## config.mk

```make
export PLATFORM = sky130hd
export DESIGN_NAME = imm_extend_pipe_flat
export DESIGN_NICKNAME = d
export VERILOG_FILES = /design/src/rtl/imm_pkg.sv /design/src/rtl/imm_extend_pipe_if.sv /design/src/rtl/imm_extend_core.sv /design/src/rtl/imm_extend_pipe.sv /design/src/flat_wrapper.sv
export SDC_FILE = /design/constraint.sdc
export NUM_CORES = 1
export LEC_CHECK = 0
export CAP_MARGIN = 30
export CORE_ASPECT_RATIO = 0.9
export CORE_MARGIN = 5
export CORE_UTILIZATION = 50
export DETAILED_ROUTE_END_ITERATION = 10
export MAX_ROUTING_LAYER = met4
export PLACE_DENSITY = 0.81
export SLEW_MARGIN = 25
export SYNTH_ARGS = -nofsm -noshare
export SYNTH_HDL_FRONTEND = slang
export SYNTH_SLANG_ARGS = --single-unit
```

## constraint.sdc

```tcl
create_clock -name CLK -period 7.2 [get_ports CLK]
set_input_delay 1.08 -clock CLK [delete_from_list [all_inputs] [get_ports CLK]]
set_output_delay 1.08 -clock CLK [all_outputs]
set_load 0.02 [all_outputs]
```

## src/rtl/imm_pkg.sv

```systemverilog
// Shared constants for the immediate extender: format codes and the
// bit positions of each immediate field inside the 26-bit instruction slice.
package imm_pkg;

    localparam logic [2:0] FMT_I  = 3'b000;
    localparam logic [2:0] FMT_D  = 3'b001;
    localparam logic [2:0] FMT_B  = 3'b010;
    localparam logic [2:0] FMT_CB = 3'b011;
    localparam logic [2:0] FMT_IW = 3'b100;

    localparam int IMM_W  = 26;
    localparam int I_LSB  = 10;
    localparam int I_MSB  = 21;
    localparam int I_SH   = 22;
    localparam int D_LSB  = 12;
    localparam int D_MSB  = 20;
    localparam int CB_LSB = 5;
    localparam int CB_MSB = 23;
    localparam int IW_LSB = 5;
    localparam int IW_MSB = 20;
    localparam int HW_LSB = 21;
    localparam int HW_MSB = 22;

    localparam int CNT_W  = 8;

endpackage

```

## src/rtl/imm_extend_pipe_if.sv

```systemverilog
// Request/result handshake bundle between decode, the extender and execute.
interface imm_extend_pipe_if #(
    parameter int DATA_W = 64
);
    logic              in_valid;
    logic              in_ready;
    logic [25:0]       Imm26;
    logic [2:0]        Ctrl;
    logic              out_valid;
    logic              out_ready;
    logic [DATA_W-1:0] BusImm;
    logic              err;
    logic [7:0]        count;

    modport slave (
        input  in_valid, Imm26, Ctrl, out_ready,
        output in_ready, out_valid, BusImm, err, count
    );

    modport master (
        output in_valid, Imm26, Ctrl, out_ready,
        input  in_ready, out_valid, BusImm, err, count
    );
endinterface

```

## src/rtl/imm_extend_core.sv

```systemverilog
// Combinational immediate extraction and extension for all instruction formats.
// Illegal format codes and 32-bit-incompatible IW shifts yield zero with err set.
module imm_extend_core
    import imm_pkg::*;
#(
    parameter int DATA_W   = 64,
    parameter int BR_SHIFT = 0
) (
    input  logic [IMM_W-1:0]  imm26_i,
    input  logic [2:0]        ctrl_i,
    output logic [DATA_W-1:0] bus_imm_o,
    output logic              err_o
);
    localparam int I_W  = I_MSB - I_LSB + 1;
    localparam int D_W  = D_MSB - D_LSB + 1;
    localparam int CB_W = CB_MSB - CB_LSB + 1;
    localparam int IW_W = IW_MSB - IW_LSB + 1;

    logic [I_W-1:0]  i_fld;
    logic [D_W-1:0]  d_fld;
    logic [CB_W-1:0] cb_fld;
    logic [IW_W-1:0] iw_fld;
    logic [1:0]      hw;

    assign i_fld  = imm26_i[I_MSB:I_LSB];
    assign d_fld  = imm26_i[D_MSB:D_LSB];
    assign cb_fld = imm26_i[CB_MSB:CB_LSB];
    assign iw_fld = imm26_i[IW_MSB:IW_LSB];
    assign hw     = imm26_i[HW_MSB:HW_LSB];

    always_comb begin
        bus_imm_o = '0;
        err_o     = 1'b0;
        case (ctrl_i)
            FMT_I: begin
                bus_imm_o = {{(DATA_W-I_W){1'b0}}, i_fld};
                if (imm26_i[I_SH]) bus_imm_o = bus_imm_o << 12;
            end
            FMT_D: bus_imm_o = {{(DATA_W-D_W){d_fld[D_W-1]}}, d_fld};
            FMT_B: begin
                bus_imm_o = {{(DATA_W-IMM_W){imm26_i[IMM_W-1]}}, imm26_i};
                if (BR_SHIFT != 0) bus_imm_o = bus_imm_o << 2;
            end
            FMT_CB: begin
                bus_imm_o = {{(DATA_W-CB_W){cb_fld[CB_W-1]}}, cb_fld};
                if (BR_SHIFT != 0) bus_imm_o = bus_imm_o << 2;
            end
            FMT_IW: begin
                // A 32-bit datapath cannot hold halfwords 2 and 3
                if (DATA_W == 32 && hw[1]) err_o = 1'b1;
                else bus_imm_o = {{(DATA_W-IW_W){1'b0}}, iw_fld} << {hw, 4'b0000};
            end
            default: err_o = 1'b1;
        endcase
    end
endmodule

```

## src/rtl/imm_extend_pipe.sv

```systemverilog
// Registered immediate extender: one request stage feeding a small result FIFO.
// A FIFO slot is reserved at accept time so in_ready accounts for the in-flight request.
module imm_extend_pipe
    import imm_pkg::*;
#(
    parameter int DATA_W   = 64,
    parameter int DEPTH    = 2,
    parameter int BR_SHIFT = 0
) (
    input logic         CLK,
    input logic         Reset,
    imm_extend_pipe_if.slave bus
);
    localparam int AW = $clog2(DEPTH);
    typedef logic [AW:0] ptr_t;
    localparam ptr_t PTR_ONE = ptr_t'(1);

    // wr: slots reserved by accepts; cm: slots written with results; rd: slots popped
    ptr_t wr_ptr_q, wr_ptr_d;
    ptr_t cm_ptr_q, cm_ptr_d;
    ptr_t rd_ptr_q, rd_ptr_d;

    logic              pend_q;
    logic [IMM_W-1:0]  pend_imm_q;
    logic [2:0]        pend_ctrl_q;
    logic [DATA_W:0]   mem_q [DEPTH];
    logic [DATA_W:0]   hold_q, hold_d;
    logic [CNT_W-1:0]  count_q, count_d;

    logic              full, empty, push, pop;
    logic [DATA_W-1:0] core_imm;
    logic              core_err;
    logic [DATA_W:0]   head;

    imm_extend_core #(
        .DATA_W  (DATA_W),
        .BR_SHIFT(BR_SHIFT)
    ) u_core (
        .imm26_i  (pend_imm_q),
        .ctrl_i   (pend_ctrl_q),
        .bus_imm_o(core_imm),
        .err_o    (core_err)
    );

    assign full  = (wr_ptr_q[AW] != rd_ptr_q[AW]) && (wr_ptr_q[AW-1:0] == rd_ptr_q[AW-1:0]);
    assign empty = (cm_ptr_q == rd_ptr_q);
    assign push  = bus.in_valid && !full;
    assign pop   = !empty && bus.out_ready;
    assign head  = mem_q[rd_ptr_q[AW-1:0]];

    always_comb begin
        wr_ptr_d = wr_ptr_q;
        cm_ptr_d = cm_ptr_q;
        rd_ptr_d = rd_ptr_q;
        hold_d   = hold_q;
        count_d  = count_q;
        if (push) begin
            wr_ptr_d = wr_ptr_q + PTR_ONE;
            count_d  = count_q + 8'd1;
        end
        if (pend_q) cm_ptr_d = cm_ptr_q + PTR_ONE;
        if (pop) begin
            rd_ptr_d = rd_ptr_q + PTR_ONE;
            hold_d   = head;
        end
    end

    always_ff @(posedge CLK) begin
        if (Reset) begin
            wr_ptr_q <= '0;
            cm_ptr_q <= '0;
            rd_ptr_q <= '0;
            pend_q   <= 1'b0;
            hold_q   <= '0;
            count_q  <= '0;
        end else begin
            wr_ptr_q <= wr_ptr_d;
            cm_ptr_q <= cm_ptr_d;
            rd_ptr_q <= rd_ptr_d;
            pend_q   <= push;
            hold_q   <= hold_d;
            count_q  <= count_d;
        end
    end

    always_ff @(posedge CLK) begin
        if (push) begin
            pend_imm_q  <= bus.Imm26;
            pend_ctrl_q <= bus.Ctrl;
        end
        if (pend_q) mem_q[cm_ptr_q[AW-1:0]] <= {core_err, core_imm};
    end

    // When empty the outputs keep showing the most recently popped result
    assign bus.in_ready  = !full;
    assign bus.out_valid = !empty;
    assign bus.BusImm    = empty ? hold_q[DATA_W-1:0] : head[DATA_W-1:0];
    assign bus.err       = empty ? hold_q[DATA_W]     : head[DATA_W];
    assign bus.count     = count_q;
endmodule
```

## src/flat_wrapper.sv

```systemverilog
// flat-port wrapper written by rule: the top's interface ports become plain ports
module imm_extend_pipe_flat import imm_pkg::*;
#(
    parameter int DATA_W   = 64,
    parameter int DEPTH    = 2,
    parameter int BR_SHIFT = 0
)
  (CLK, Reset, bus_in_valid, bus_Imm26, bus_Ctrl, bus_out_ready, bus_in_ready, bus_out_valid, bus_BusImm, bus_err, bus_count);
  imm_extend_pipe_if #(.DATA_W(DATA_W)) bus_i ();
  input logic CLK;
  input logic Reset;
  input wire logic [$bits(bus_i.in_valid)-1:0] bus_in_valid;
  input wire logic [$bits(bus_i.Imm26)-1:0] bus_Imm26;
  input wire logic [$bits(bus_i.Ctrl)-1:0] bus_Ctrl;
  input wire logic [$bits(bus_i.out_ready)-1:0] bus_out_ready;
  output wire logic [$bits(bus_i.in_ready)-1:0] bus_in_ready;
  output wire logic [$bits(bus_i.out_valid)-1:0] bus_out_valid;
  output wire logic [$bits(bus_i.BusImm)-1:0] bus_BusImm;
  output wire logic [$bits(bus_i.err)-1:0] bus_err;
  output wire logic [$bits(bus_i.count)-1:0] bus_count;
  assign bus_i.in_valid = bus_in_valid;
  assign bus_i.Imm26 = bus_Imm26;
  assign bus_i.Ctrl = bus_Ctrl;
  assign bus_i.out_ready = bus_out_ready;
  assign bus_in_ready = bus_i.in_ready;
  assign bus_out_valid = bus_i.out_valid;
  assign bus_BusImm = bus_i.BusImm;
  assign bus_err = bus_i.err;
  assign bus_count = bus_i.count;
  imm_extend_pipe #(.DATA_W(DATA_W), .DEPTH(DEPTH), .BR_SHIFT(BR_SHIFT)) u_core (.CLK(CLK), .Reset(Reset), .bus(bus_i));
endmodule
```

==> results_dict.tcl, run 1 <==
set metrics [dict create \
    grt_pass1_vias 7332 \
    syn_nets 937 \
    grt_start_max_net_pins 90 \
    numCtsBuffers 25 \
    cts_tree "built" \
    die_h_um 154 \
    status "completed" \
    htreeDepth 1 \
    antenna_found_initial 1 \
    r2r_slack_ps 4360 \
    maxCapViolCount 0 \
    rows 52 \
    clk_pin_slew_ps 60 \
    gr-usage-all-layers 0.194 \
    dr.pass1.iters 5 \
    power_density_nw_per_um2 316 \
    drc 0 \
    grt_pass1_wl_mm 39.7 \
    yosysTopAreaCellShare 0.416 \
    dr.first_iter.drc_count 917 \
    rsz0062_at_grt "false" \
    routed_wl_mm 25.0 \
    post_cts_resize_count 0 \
    finalCritPeriodShare 0.603 \
    port_buffers 107 \
    end_kind "output port" \
    critPathRequiredTime_ps 6120 \
    p_leak_nw 4.60 \
    cts_sinks 240 \
    crit_path_max_fanout 41 \
    placed_cells 1235 \
    vdd.ir_drop.worst_mv 0.205 \
    yosysSeqAreaShare 0.558 \
    ys.flop_type "edfxtp_1" \
    cp-start-kind "flip-flop" \
    viasPerCell 5.70 \
    yosysTopAreaCell "edfxtp_1" \
    fin_area_um2 13500 \
    avgSynthCellArea_um2 12.7 \
    ys_async_sr_fraction 0 \
    design.core.area_um2 22500 \
    setup_viol 0 \
    worst_slew_pin_slew_ps 906 \
    area_growth_pct 17.3 \
    synth_area_leaders "edfxtp_1 42%, dfxtp_1 14%, mux2_2 14%, nand2b_1 7.3%, mux2i_1 6.1%" \
    fillers 1796 \
    design.portCount 108 \
    synth-edff-count 159 \
    preCtsSetupSlack_ps 3330 \
    setup-tns-final_ps 0 \
    post_cts_buffers 0 \
    netlist-cell-type-count 46 \
    multiInputGateArea_um2 4690 \
    synth_common_cells "159 x edfxtp_1, 140 x mux2_2, 133 x nand2b_1, 81 x dfxtp_1, 70 x mux2i_1" \
    skew_ps 8.67 \
    vias 7303 \
    initial_core_util 0.510 \
    crit_type "reg2out" \
    final_nets 999 \
    die_w_um 170 \
    setup_slack_ps 2860 \
    grt-ovfl-total 0 \
    drive_gt1_frac 0.205 \
    clock_latency_ps 510 \
    synth_most_common_cell "edfxtp_1" \
    instances_no_fill 1281 \
    hold_path.class "reg2reg" \
    cts-root-buf "clkbuf_16" \
    ys_warn_count 0 \
    netlist_instances 903 \
    holdBufCountCts 0 \
    place_area_um2 12600 \
    ys_ff_latch 240 \
    hpwl_mm 15.6 \
    drv_slew 0 \
    hold_ws_ps 469 \
    utilization 0.598 \
    synth.cell_area_um2 11500 \
    fmax_mhz 230 \
    max_slew_margin 0.395 \
    dieArea_um2 26100 \
    clk_path_buf_depth 3 \
    gp_congestion 0.807 \
    min_period_ps 4340 \
    ff_latch_area_um2 6400 \
    post_drt_wl_per_cell_um 19.6 \
    ant_nets 0 \
    totalPowerFinal_mw 4.26 \
    final_hold_viol_count 0 \
    cp.arrival_ps 3260 \
]
[metal layers]
| metal | global-route usage | routed length [µm] |
|---|---|---|
| met1 | 0.266 | 11100 |
| met3 | 0.0413 | 1800 |
| met4 | 0.0502 | 647 |
| met5 | - | 0 |
| met2 | 0.294 | 11500 |
[cell type report]
| cell class | count | area share |
|---|---|---|
| clock inverter | 9 | 0.00725 |
| sequential | 240 | 0.475 |
| clock buffer | 36 | 0.0526 |
| tap | 297 | 0.0276 |
| timing repair buffer | 121 | 0.0887 |
| multi-input combinational | 577 | 0.348 |
| antenna | 1 | 0.000186 |
[final timing paths]
check                          start                 to  depth (start not counted)
setup / recovery  u_core.rd_ptr_q[0]      bus_BusImm[1]                          5
hold / removal     u_core.hold_q[60]  u_core.hold_q[60]                          2
setup reg to reg  u_core.rd_ptr_q[0]          flip-flop                          4
hold reg to reg    u_core.hold_q[60]  u_core.hold_q[60]                          2
[kinds of logic (layout without fill, tap and decap cells)]
group,Yosys count,in the layout,synth area share
buffers and inverters,86,166,0.0369
flip-flops,240,240,0.558
other,0,1,0
AO/OA/AOI/OAI,126,126,0.0785
adder cells (fa/ha/maj),1,1,0.00109
XOR/XNOR,6,6,0.00458
AND/OR/NAND/NOR,228,228,0.117
multiplexers,216,216,0.204
[sequential cells by signal, indices dropped and copies added (netlist names), named ones only]
register,flops
u_core.pend_imm_q,26
u_core.wr_ptr_q,2
u_core.cm_ptr_q,2
u_core.rd_ptr_q,2
u_core.pend_q,1
u_core.bus.count,8
u_core.mem_q,130
u_core.hold_q,65
u_core.pend_ctrl_q,3
[power by group]
part	internal, mW	total (mW)	leakage (nW)	switching (mW)
Sequential	1.62	1.72	2.16	0.0926
Combinational	0.621	1.27	2.05	0.653
Clock	0.755	1.27	0.395	0.511
[placed cells by master (no fill, tap or decap), types with 2 or more instances in the layout]
| cell | n |
|---|---|
| edfxtp_1 | 159 |
| mux2_2 | 140 |
| nand2b_1 | 133 |
| clkdlybuf4s50_1 | 106 |
| dfxtp_1 | 80 |
| mux2i_1 | 70 |
| clkbuf_16 | 26 |
| o2bb2ai_1 | 24 |
| o21ai_0 | 23 |
| nand2_1 | 23 |
| a21oi_1 | 23 |
| nand3_1 | 21 |
| a22oi_1 | 17 |
| nor2_1 | 14 |
| buf_4 | 14 |
| nor2b_1 | 12 |
| a211o_1 | 11 |
| nand3b_1 | 8 |
| clkbuf_1 | 8 |
| a311o_1 | 7 |
| mux2_1 | 6 |
| xnor2_1 | 5 |
| nand4_1 | 5 |
| o211ai_1 | 4 |
| o22ai_1 | 4 |
| a211oi_1 | 3 |
| clkinv_2 | 3 |
| clkinv_1 | 3 |
| a21boi_4 | 2 |
| or2_2 | 2 |
| bufinv_16 | 2 |
| clkbuf_8 | 2 |
[worst max-delay path, stage by stage, from the launching register on]
cell and delay, ps:
dfxtp_1 500, xnor2_1 190, nand2_2 510, buf_4 590, mux2_2 400, clkdlybuf4s50_1 550
(Power assumes the default switching activity.)
==> run 2, diff against run 1 <==
- clock period: 7.2 -> 4 ns (I/O delays scaled with it)
==> run 2 against run 1 <==
  * Die area is the same
  * Via count grew 0.84%
  * Cell area is 0.10% higher
  * Hold slack is essentially flat
  * Setup slack worse by 2500 ps
  * Sequential power is 81% higher
  * Global-route usage up 0.51 points
  * Critical path depth stayed put
  * Clock skew up 2.0 ps
  * Sequential cell count did not move
  * Register-to-register slack lost 2800 ps
  * Sequential share of layout area is essentially flat
  * Critical path type unchanged
==> results_dict.tcl, run 2 (synthesized netlist as in run 1, its figures left out) <==
set metrics [dict create \
    viasPerCell 5.74 \
    critPathRequiredTime_ps 3400 \
    port_buffers 107 \
    slowest_delay_ps 540 \
    post_cts_resize_count 0 \
    crit_path_max_fanout 24 \
    post_drt_wl_per_cell_um 20.0 \
    cp-start-kind "flip-flop" \
    met3_length_mm 2.05 \
    setup-tns-final_ps 0 \
    dieArea_um2 26100 \
    cts-root-buf "clkbuf_16" \
    crit_type "reg2out" \
    antennaDiodeCount 0 \
    die_w_um 170 \
    timing.rr.end "u_core.mem_q[1][16]" \
    maxCapViolCount 0 \
    final_hold_viol_count 0 \
    routed_wl_mm 25.7 \
    grt_pass1_wl_mm 40.6 \
    cts_sinks 240 \
    dr.first_iter.drc_count 836 \
    grt-ovfl-total 0 \
    path_buf_inv 2 \
    slowest_stage "clkdlybuf4s50_1" \
    hpwl_mm 16.3 \
    end_kind "output port" \
    multiInputGateArea_um2 4690 \
    rr_worst_depth 4 \
    layout_commonest_cell "edfxtp_1" \
    largest_reg_flops 130 \
    drive_gt1_frac 0.207 \
    clock_latency_ps 510 \
    grt_pass1_vias 7413 \
    gr-usage-all-layers 0.199 \
    p_leak_nw 4.60 \
    grt_start_max_net_pins 112 \
    drc 0 \
    final_nets 1003 \
    finalCritPeriodShare 0.913 \
    cp.arrival_ps 3050 \
    post_cts_buffers 0 \
    cp.depth 5 \
    hold_ws_ps 468 \
    final_cell_mix "159 x edfxtp_1, 140 x mux2_2, 133 x nand2b_1" \
    min_period_ps 3650 \
    cts_tree "built" \
    crit_chain "xnor2_1 > nand2_2 > buf_4 > mux2_2 > clkdlybuf4s50_1" \
    rsz0062_at_grt "false" \
    ff_latch_area_um2 6400 \
    met2_length_mm 11.7 \
    status "completed" \
    htreeDepth 1 \
    fillers 1779 \
    wl_met1_mm 11.2 \
    worst_slew_pin_slew_ps 902 \
    routed.top_layer "met4" \
    fmax_mhz 274 \
    initial_core_util 0.510 \
    hold_path.class "reg2reg" \
    design.core.area_um2 22500 \
    startpoint "u_core.cm_ptr_q[0]" \
    endpoint "bus_BusImm[63]" \
    cp_top_family "buffers and inverters" \
    numCtsBuffers 24 \
    skew_ps 10.6 \
    die_h_um 154 \
    clk_path_buf_depth 3 \
    area_growth_pct 17.5 \
    drv_slew 0 \
    antenna_found_initial 0 \
    hold_start "u_core.hold_q[13]" \
    max_slew_margin 0.399 \
    rows 52 \
    ant_nets 0 \
    power_density_nw_per_um2 566 \
    setup_viol 0 \
    r2r_slack_ps 1580 \
    design.portCount 108 \
    gp_congestion 0.839 \
    vdd.ir_drop.worst_mv 0.348 \
    holdBufCountCts 0 \
    vias 7364 \
    r2r_start "u_core.pend_ctrl_q[1]" \
    clk_pin_slew_ps 60 \
    dr.pass1.iters 5 \
]
## run 2: cell count changes in the layout (fill, tap and decap cells not counted)
| cell | before | now |
|---|---|---|
| buf_4 | 14 | 17 |
| clkinv_1 | 3 | 6 |
| buf_12 | 0 | 2 |
| clkbuf_1 | 8 | 6 |
| clkbuf_8 | 2 | 0 |
| clkinv_2 | 3 | 1 |
| clkinvlp_4 | 0 | 2 |
| clkbuf_16 | 26 | 25 |
| clkinv_4 | 0 | 1 |
| diode_2 | 1 | 0 |
| inv_8 | 1 | 0 |
## run 2: power breakdown
part / switching (mW) / internal (mW) / leakage [nW]
clock: 0.928 / 1.27 / 0.361
sequential: 0.196 / 2.92 / 2.16
combinational: 1.17 / 1.14 / 2.08
## run 2: cell type report
cell class                      instances  area share
Clock inverter                         12     0.00826
Tap cell                              297      0.0276
Sequential cell                       240       0.475
Multi-Input combinational cell        577       0.348
Timing Repair Buffer                  126      0.0932
Clock buffer                           31      0.0481
## run 2: metal layers
layer	track usage	up-vias
met2	0.305	312
met1	0.269	3545
met3	0.0408	67
li1	-	3440
met5	-	-
met4	0.0571	0
## run 2: worst min path at each step
| stage | to | cells after the start | slack, ps |
|---|---|---|---|
| after floorplan | u_core.hold_q[24] | 2 | 440 |
| after global placement | u_core.hold_q[26] | 2 | 460 |
| after detailed placement | u_core.hold_q[58] | 2 | 460 |
| after CTS | u_core.hold_q[3] | 2 | 470 |
| after global routing | u_core.hold_q[56] | 2 | 500 |
| final | u_core.hold_q[13] | 2 | 470 |
## run 2: stage by stage
step | worst slack, ps | utilization | total power, mW | instance area, µm² | instances
after floorplan | 252 | - | 4.64 | 11500 | 903
after CTS | 314 | 0.597 | 7.67 | 13400 | 1282
after detailed placement | 892 | 0.563 | 5.48 | 12700 | 1239
final | 348 | 0.599 | 7.63 | 13500 | 1283
after global routing | 258 | 0.599 | 7.94 | 13500 | 1283
after global placement | 963 | 0.563 | 5.43 | 12700 | 1239
## run 2: worst register-to-register path, stage by stage, from the launching register on
cell,delay [ps]
edfxtp_1,800
buf_4,450
nand2b_1,410
a311oi_1,160
a211o_1,350
==> run 3, diff against run 2 <==
- REMOVE_ABC_BUFFERS: not set -> 1
==> run 3 against run 2 <==
  * Power increased by 1.3%
  * Clock skew about the same
  * Clock power increased by 6%
  * Count of clock-buffer cells in the layout decreased by 4
  * Largest cell class unchanged
  * Hold slack improved by 1.5 ps
  * Core utilization increased by 0.40 points
  * Non-clock buffer count increased by 4
  * Global-route usage decreased by 1.1 points
  * Fmax decreased by 1.8%
  * Critical path depth unchanged
  * Highest routed layer unchanged
==> results_dict.tcl, run 3 (synthesized netlist as in run 1, its figures left out) <==
set metrics [dict create \
    status "completed" \
    cts-root-buf "clkbuf_16" \
    min_period_ps 3720 \
    grt-ovfl-total 0 \
    grt_pass1_wl_mm 39.3 \
    grt_pass1_vias 7272 \
    final_cell_mix "159 x edfxtp_1, 140 x mux2_2, 133 x nand2b_1" \
    antennaDiodeCount 0 \
    place_area_um2 12700 \
    holdBufCountCts 0 \
    drc 0 \
    area_growth_pct 18.2 \
    rows 52 \
    port_buffers 107 \
    dr.pass1.iters 6 \
    utilization 0.603 \
    max_slew_margin 0.390 \
    design.portCount 108 \
    cts_tree "built" \
    placed_cells 1243 \
    hold_path.class "reg2reg" \
    viasPerCell 5.69 \
    setup_viol 0 \
    clk_pin_slew_ps 60 \
    finalCritPeriodShare 0.930 \
    cp.arrival_ps 3120 \
    largest_reg_flops 130 \
    htreeDepth 1 \
    fin_area_um2 13600 \
    initial_core_util 0.510 \
    gr-max-usage-layer "met2" \
    critPathRequiredTime_ps 3400 \
    dr.first_iter.drc_count 684 \
    layout_commonest_cell "edfxtp_1" \
    clk_path_buf_depth 3 \
    met2_usage 0.286 \
    numCtsBuffers 25 \
    die_h_um 154 \
    rsz0062_at_grt "false" \
    power_density_nw_per_um2 570 \
    vdd.ir_drop.worst_mv 0.340 \
    final_hold_viol_count 0 \
    p_leak_nw 4.66 \
    clock_latency_ps 510 \
    setup-tns-final_ps 0 \
    fmax_mhz 269 \
    routed_wl_mm 24.7 \
    crit_type "reg2out" \
    totalPowerFinal_mw 7.73 \
    gr-usage-met3 0.0347 \
    gp_congestion 0.856 \
    skew_ps 10.8 \
    hpwl_mm 15.7 \
    instances_no_fill 1288 \
    maxCapViolCount 0 \
    post_drt_wl_per_cell_um 19.1 \
    gr-usage-all-layers 0.188 \
    antenna_found_initial 0 \
    setup_slack_ps 280 \
    vias 7329 \
    dieArea_um2 26100 \
    worst_slew_pin_slew_ps 915 \
    die_w_um 170 \
    end_kind "output port" \
    grt_start_max_net_pins 90 \
    drv_slew 0 \
    final_nets 1008 \
    cp-start-kind "flip-flop" \
    crit_path_max_fanout 39 \
    use_met1 0.266 \
    design.core.area_um2 22500 \
    hold_ws_ps 470 \
    preCtsSetupSlack_ps 536 \
    drive_gt1_frac 0.218 \
    ant_nets 0 \
    cts_sinks 240 \
]
-- run 3: final timing paths --
check	from	to	slack (ps)	cells past startpoint
setup reg to reg	u_core.pend_ctrl_q[1]	u_core.mem_q[0][58]	1460	4
hold reg to reg	u_core.hold_q[41]	u_core.hold_q[41]	470	2
setup / recovery	u_core.rd_ptr_q[0]	bus_BusImm[53]	280	5
hold / removal	u_core.hold_q[41]	u_core.hold_q[41]	470	2
-- run 3: worst max-delay path, stage by stage, from the launching register on --
cell             delay [ps]
dfxtp_1                 510
xnor2_1                 230
nand2_4                 390
buf_4                   530
mux2_2                  400
clkdlybuf4s50_1         540
-- run 3: power breakdown --
group | switching [mW] | leakage, nW | internal, mW | total (mW)
combinational | 1.17 | 2.10 | 1.13 | 2.30
clock | 0.929 | 0.403 | 1.40 | 2.33
sequential | 0.179 | 2.16 | 2.92 | 3.10
-- run 3: metal layers --
| metal | share of wire | routed length, µm |
|---|---|---|
| met1 | 0.45 | 11200 |
| met4 | 0.022 | 546 |
| met3 | 0.071 | 1760 |
| met5 | 0 | 0 |
| met2 | 0.45 | 11200 |
-- run 3: cell type report --
cell class,count,area [µm²]
clock buffer,27,633
clock inverter,17,186
fill,1791,8950
multi-input combinational,577,4690
sequential,240,6400
tap,297,372
timing repair buffer,130,1290
-- run 3: what timing repair did --
| item | CTS | global route |
|---|---|---|
| gates resized for setup | 1 | 0 |
| buffers inserted | 0 | 0 |
| endpoints found under the setup margin | 28 | 0 |
